--- src/rtl/arb_2x1_if.sv ---
// Stream bundle for the 2:1 arbiter: two ready/valid inputs (A, B), one registered output
// and the source tag of the held output beat.
interface arb_2x1_if #(
    parameter int DATA_W = 1
) ();
    logic              a_valid;
    logic [DATA_W-1:0] a_data;
    logic              a_ready;
    logic              b_valid;
    logic [DATA_W-1:0] b_data;
    logic              b_ready;
    logic              out_valid;
    logic [DATA_W-1:0] out_data;
    logic              out_ready;
    logic              sel;

    modport slave (
        input  a_valid, a_data, b_valid, b_data, out_ready,
        output a_ready, b_ready, out_valid, out_data, sel
    );

    modport master (
        output a_valid, a_data, b_valid, b_data, out_ready,
        input  a_ready, b_ready, out_valid, out_data, sel
    );
endinterface

--- src/rtl/arb_2x1.sv ---
// Two-input round-robin stream arbiter feeding a single output register.
// It keeps a wrapping per-source count of accepted beats.
module arb_2x1 #(
    parameter int DATA_W = 1,
    parameter int CNT_W  = 8
) (
    input  logic             clk,
    input  logic             rst,
    arb_2x1_if.slave         bus,
    output logic [CNT_W-1:0] cnt_a,
    output logic [CNT_W-1:0] cnt_b
);
    logic              out_valid_reg;
    logic [DATA_W-1:0] out_data_reg;
    logic              sel_reg;
    logic              prio_reg;
    logic [CNT_W-1:0]  cnt_a_reg;
    logic [CNT_W-1:0]  cnt_b_reg;

    logic              load;
    logic              grant_a;
    logic              grant_b;
    logic [DATA_W-1:0] grant_data;

    // The output register can take a new beat when empty or being drained this cycle.
    assign load    = !out_valid_reg || bus.out_ready;
    assign grant_a = bus.a_valid && (!bus.b_valid || prio_reg);
    assign grant_b = bus.b_valid && (!bus.a_valid || !prio_reg);

    assign bus.a_ready = !rst && load && grant_a;
    assign bus.b_ready = !rst && load && grant_b;

    genvar gi;
    generate
        for (gi = 0; gi < DATA_W; gi++) begin : g_mux
            assign grant_data[gi] = grant_a ? bus.a_data[gi] : bus.b_data[gi];
        end
    endgenerate

    always_ff @(posedge clk) begin
        if (rst) begin
            out_valid_reg <= 1'b0;
            out_data_reg  <= '0;
            sel_reg       <= 1'b0;
            prio_reg      <= 1'b1;
            cnt_a_reg     <= '0;
            cnt_b_reg     <= '0;
        end else begin
            if (load) begin
                if (grant_a || grant_b) begin
                    out_data_reg  <= grant_data;
                    sel_reg       <= grant_a;
                    out_valid_reg <= 1'b1;
                    // Favour the side that lost so both valid gives A, B, A, B...
                    prio_reg      <= !grant_a;
                end else begin
                    out_valid_reg <= 1'b0;
                end
            end
            if (bus.a_ready) begin
                cnt_a_reg <= cnt_a_reg + 1'b1;
            end
            if (bus.b_ready) begin
                cnt_b_reg <= cnt_b_reg + 1'b1;
            end
        end
    end

    assign bus.out_valid = out_valid_reg;
    assign bus.out_data  = out_data_reg;
    assign bus.sel       = sel_reg;
    assign cnt_a         = cnt_a_reg;
    assign cnt_b         = cnt_b_reg;
endmodule

--- src/flat_wrapper.sv ---
// flat-port wrapper written by rule: the top's interface ports become plain ports
module arb_2x1_flat 
#(
    parameter int DATA_W = 1,
    parameter int CNT_W  = 8
)
  (clk, rst, cnt_a, cnt_b, bus_a_valid, bus_a_data, bus_b_valid, bus_b_data, bus_out_ready, bus_a_ready, bus_b_ready, bus_out_valid, bus_out_data, bus_sel);
  arb_2x1_if #(.DATA_W(DATA_W)) bus_i ();
  input  logic clk;
  input  logic rst;
  output logic [CNT_W-1:0] cnt_a;
  output logic [CNT_W-1:0] cnt_b;
  input wire logic [$bits(bus_i.a_valid)-1:0] bus_a_valid;
  input wire logic [$bits(bus_i.a_data)-1:0] bus_a_data;
  input wire logic [$bits(bus_i.b_valid)-1:0] bus_b_valid;
  input wire logic [$bits(bus_i.b_data)-1:0] bus_b_data;
  input wire logic [$bits(bus_i.out_ready)-1:0] bus_out_ready;
  output wire logic [$bits(bus_i.a_ready)-1:0] bus_a_ready;
  output wire logic [$bits(bus_i.b_ready)-1:0] bus_b_ready;
  output wire logic [$bits(bus_i.out_valid)-1:0] bus_out_valid;
  output wire logic [$bits(bus_i.out_data)-1:0] bus_out_data;
  output wire logic [$bits(bus_i.sel)-1:0] bus_sel;
  assign bus_i.a_valid = bus_a_valid;
  assign bus_i.a_data = bus_a_data;
  assign bus_i.b_valid = bus_b_valid;
  assign bus_i.b_data = bus_b_data;
  assign bus_i.out_ready = bus_out_ready;
  assign bus_a_ready = bus_i.a_ready;
  assign bus_b_ready = bus_i.b_ready;
  assign bus_out_valid = bus_i.out_valid;
  assign bus_out_data = bus_i.out_data;
  assign bus_sel = bus_i.sel;
  arb_2x1 #(.DATA_W(DATA_W), .CNT_W(CNT_W)) u_core (.clk(clk), .rst(rst), .bus(bus_i), .cnt_a(cnt_a), .cnt_b(cnt_b));
endmodule
--- config.mk ---
export PLATFORM = sky130hd
export DESIGN_NAME = arb_2x1_flat
export DESIGN_NICKNAME = d
export VERILOG_FILES = /design/src/rtl/arb_2x1_if.sv /design/src/rtl/arb_2x1.sv /design/src/flat_wrapper.sv
export SDC_FILE = /design/constraint.sdc
export NUM_CORES = 1
export LEC_CHECK = 0
export ABC_AREA = 1
export CAP_MARGIN = 20
export CORE_MARGIN = 2
export CORE_UTILIZATION = 52
export CTS_BUF_LIST = sky130_fd_sc_hd__clkbuf_2 sky130_fd_sc_hd__clkbuf_4 sky130_fd_sc_hd__clkbuf_8
export DETAILED_ROUTE_END_ITERATION = 10
export GPL_TIMING_DRIVEN = 0
export HOLD_SLACK_MARGIN = 0.03
export PLACE_DENSITY = 0.86
export SYNTH_ARGS = -nofsm -noshare
export SYNTH_HDL_FRONTEND = slang
export SYNTH_SLANG_ARGS = --single-unit
export TNS_END_PERCENT = 10
--- constraint.sdc ---
create_clock -name clk -period 2.1 [get_ports clk]
set_input_delay 0.63 -clock clk [delete_from_list [all_inputs] [get_ports clk]]
set_output_delay 0.63 -clock clk [all_outputs]
set_load 0.1 [all_outputs]
== Word level (Yosys, flattened, before mapping) ==
Cells that the tools add are included.
Widths: inputs -> output; s select.
Storage, ports and cells
  register bits: 20
  bits of input ports: 7
  logic and storage cells: 26
Operators by class
  add/sub/neg operators: 2
  muxes and demuxes: 2
  reduce and logical (&&, ||, !) cells: 16
Operators with widths (number)
  $add 8x1->8 const B: 2
  $logic_not 1->1: 6
  $logic_and 1x1->1: 5
  $logic_or 1x1->1: 4
  $mux 1: 2
  $reduce_and 2->1: 1

== Depth between registers and ports, before layout ==
  depth in word-level cells: 5
  depth in mapped cells: 8
  mapped depth without buffers: 8

== Worst setup path after synthesis ==
No wires, ideal clock.
  kind: reg2out
  start: register u_core.out_valid_reg, in the netlist u_core.bus.out_valid
  end: output bus_a_ready
  arrival: 1.576 ns
  required time: 1.470 ns
  path slack: -0.106 ns
  stages on the path, launching flop included: 5
  path buffers: 1
  path through: dfxtp_1 > nand2_1 > nand2_4 > nor2_4 > buf_6
On the way
  word-level cells in the longest chain between the ends: 4
RTL lines
  start: declaration: RTL line arb_2x1.sv:13  | logic out_valid_reg;
  start signal: assignment: RTL line arb_2x1.sv:42  | out_valid_reg <= 1'b0;
  start signal: assignment: RTL line arb_2x1.sv:53  | out_valid_reg <= 1'b1;
  start signal: assignment: RTL line arb_2x1.sv:57  | out_valid_reg <= 1'b0;
  $logic_not 1->1: RTL line arb_2x1.sv:26  | assign load = !out_valid_reg || bus.out_ready;
  $logic_or 1x1->1: RTL line arb_2x1.sv:26
  $logic_and 1x1->1 (2 in a row): RTL line arb_2x1.sv:30  | assign bus.a_ready = !rst && load && grant_a;
  end: declaration: RTL line flat_wrapper.sv:18  | output wire logic [$bits(bus_i.a_ready)-1:0] bus_a_ready;
No other way between the ends.

== Worst setup path in the final report ==
  start: input bus_a_valid
  end: output bus_b_ready
On the way
  word-level cells in the longest chain between the ends: 4
RTL lines
  start: declaration: RTL line flat_wrapper.sv:13  | input wire logic [$bits(bus_i.a_valid)-1:0] bus_a_valid;
  $logic_not 1->1: RTL line arb_2x1.sv:28  | assign grant_b = bus.b_valid && (!bus.a_valid || !prio_reg);
  $logic_or 1x1->1: RTL line arb_2x1.sv:28
  $logic_and 1x1->1: RTL line arb_2x1.sv:28
  $logic_and 1x1->1: RTL line arb_2x1.sv:31  | assign bus.b_ready = !rst && load && grant_b;
  end: declaration: RTL line flat_wrapper.sv:19  | output wire logic [$bits(bus_i.b_ready)-1:0] bus_b_ready;
No other way between the ends.

==> run_results.csv <==
group,metric,value,unit
power,power.total,0.000936,W
cts,numClockSinks,20,
timing,worst_slew_margin_rel,63.1,%
power,worst_ir_drop_vdd,0.550,mV
worst_setup_path,endpoint_kind,"output port",
yosys,synth.mux.area_fraction,0,%
yosys,synth-simple-area-share,35.5,%
grt,grt_total_ovfl,0,
worst_setup_path,cell_chain_of_the_critical_path,"dlygate4sd2_1 -> nand2_2 -> nand2_2 -> nor2_4 -> buf_6 -> buf_12",
timing,hold_viol,0,
routing,viasPerCell,5.03,
grt,track_usage,24.9,%
routing,wl_per_cell,12.0,um
yosys,ys_types,17,
routing,detail_route.first_pass.iterations,4,
status,outcome,"finished clean",
timing,unrepaired_setup_endpoints_after_global_routing,"yes",
timing,worst_clock_skew,0.0111,ns
timing,final.period_utilization,98.8,%
timing,final.min_clock_period,2.08,ns
finish,area_used_by_multi_input_combinational_logic,494,um2
placed_design,portBuffers,27,
yosys,synthesis.instances,147,
finish,finish.net_count,197,
routing,ant_nets_after_route,0,
min_path,timing.hold.worst.class,"reg -> reg",
yosys,seq_area_frac_synth,40.7,%
cts,reg_clk_slew_reported_paths,0.13,ns
yosys,ys.warnings.count,0,
floorplanning,std_cell_rows,15,
floorplanning,initial_core_util,56.3,%
cts,cts_tree,"yes",
placed_design,last_weighted_congestion_value_of_the_routability_driven_placer,0.829,
run,maxCapViolCount,0,
power,power_density,645,nW/um2
routing,vias,1067,
grt,initial_antenna_violation_count,0,
worst_setup_path,buffers_plus_inverters_on_the_worst_setup_path,3,
routing,wirelength,2.55,mm
finish,area_growth,47.7,%
timing,setup_viol,0,
yosys,synth_fa_ha_area_share,2.54,%
worst_setup_path,cp_slowest_stage_delay,0.28,ns
worst_setup_path,cp_data_arrival_time,1.45,ns
finish,final_common_cell,"nand2_1",
cts,clk-insertion-delay-late,0.32,ns
yosys,synth_largest_area_cell,"dfxtp_1",
timing,slew_viol_final,0,
finish,insertedDiodeCount,0,
routing,remaining_routing_drc_violations,0,
worst_setup_path,crit_type,"in -> out",
floorplanning,die-width,47.5,um
grt,vias_in_the_first_global_route,958,
placed_design,post_detailed_placement_half_perimeter_wirelength,1.55,mm
cts,cts.htree.levels,1,
yosys,synth-seq-cells,20,
cts,cts.path.max_buffers,2,
placed_design,dp_worst_setup_slack,-1.51,ns
yosys,synth.top_cell.area_share,40.7,%
finish,fill_cells,110,
finish,layout.cells.most_common_list,"nand2_1, nor2_1, clkdlybuf4s15_2, dfxtp_1, inv_1",
grt,wire_length_of_the_first_global_routing_pass,3.95,mm
timing,fmax,482,MHz
floorplanning,die_height,47.5,um
yosys,netlist_top_cells_area,"dfxtp_1, nand2_1, nor2_1",
finish,register_area,402,um2
worst_setup_path,startpoint_type,"input port",
yosys,yosys.area_share.xor_xnor,0.891,%
finish,post_route_cells_drive_above_1_share,25.1,%
worst_setup_path,crit_required,1.47,ns
yosys,post_synth_instance_area,983,um2
timing,tightest_slew,0.556,ns
power,leakagePower,0.638,nW
yosys,synth-compound-area-share,10.3,%
worst_setup_path,crit_slowest_cell,"dlygate4sd2_1",
worst_setup_path,crit_top_cell,"nand2_2",
floorplanning,die_area,2260,um2
grt,grt_max_degree,13,
worst_setup_path,critical_path_fanout_max,3,
timing,fin_ws,0.0243,ns
cts,cts-hold-fix-buffers,0,
floorplanning,ports,28,
yosys,synth_nets,156,
yosys,combinational_family_with_the_most_area_after_synthesis,"simple AND/OR/NAND/NOR gates",
floorplanning,coreArea,1750,um2
cts,cts_buffers,3,
timing,hold_ws,0.474,ns
worst_setup_path,critical_path.top_delay_family,"buffers and inverters",
cts,cts_root_buffer,"clkbuf_4",
yosys,avgSynthCellArea,6.69,um2
timing,fin_setup_tns,0,ns
routing,drt_first_iter_violations,23,
per-layer routing:
metal	vias up	track usage (%)	wire (um)
met5	-	0	0
met4	0	10.0	52
met3	8	4.91	97
met2	24	46.2	1290
met1	494	27.4	1110
li1	541	-	-
Yosys cell counts:
master   count
nand3_1     12
nor2_4       2
ha_1         2
inv_2        1
dfxtp_1     20
buf_2        1
nor3_1       1
a31oi_1      1
nand2_4      1
inv_1       18
a21oi_1     14
nand4_1      1
o21ai_0      5
buf_6        2
nor2_1      20
xor2_1       1
nand2_1     45
final cells by class:
class | instances | area share, %
Multi-Input combinational cell | 105 | 34.0
Sequential cell | 20 | 27.6
Timing Repair Buffer | 36 | 25.8
Inverter | 19 | 4.91
Tap cell | 25 | 2.15
Clock inverter | 1 | 2.07
Buffer | 3 | 1.89
Clock buffer | 3 | 1.55
repair_timing:
action,in CTS,in global routing
pin swaps,4,4
gates resized for setup,85,3
buffers inserted,5,4
endpoints found under the setup margin,21,2
report_power, final:
part           switching, W  internal [W]
registers        0.00000992      0.000391
logic              0.000149     0.0000633
clock network      0.000129      0.000193
total              0.000288      0.000648
worst min-delay path, delay by kind of cell (launching register included):
kind / cells / cell delay [ns]
buffers and inverters: 1 / 0.05
flip-flops: 1 / 0.35
AO/OA/AOI/OAI: 1 / 0.05
final timing paths:
| check | start | end | slack (ns) | cells after the start |
|---|---|---|---|---|
| hold reg to reg | u_core.cnt_a[4]$_SDFFE_PP0P_ | u_core.cnt_a[4]$_SDFFE_PP0P_ | 0.47 | 2 |
| hold / removal | u_core.cnt_a[4]$_SDFFE_PP0P_ | u_core.cnt_a[4]$_SDFFE_PP0P_ | 0.47 | 2 |
| setup reg to reg | u_core.cnt_b[0]$_SDFFE_PP0P_ | u_core.cnt_b[6]$_SDFFE_PP0P_ | 0.79 | 6 |
| setup / recovery | bus_a_valid | bus_b_ready | 0.02 | 6 |
stage by stage:
step	utilization (%)	instances	area [um2]
3_3_place_gp	73.7	199	1290
2_1_floorplan	-	147	985
4_1_cts	81.8	208	1430
3_5_place_dp	73.7	199	1290
5_1_grt	83.2	212	1450
6_report	83.2	212	1450
cell families (layout without fill, tap and decap cells):
| family | Yosys count | after routing |
|---|---|---|
| AO/OA/AOI/OAI | 20 | 20 |
| adder cells (fa/ha/maj) | 2 | 2 |
| flip-flops | 20 | 20 |
| AND/OR/NAND/NOR | 82 | 82 |
| XOR/XNOR | 1 | 1 |
| buffers and inverters | 22 | 62 |
Note: power is estimated with default switching activity, not from simulation.
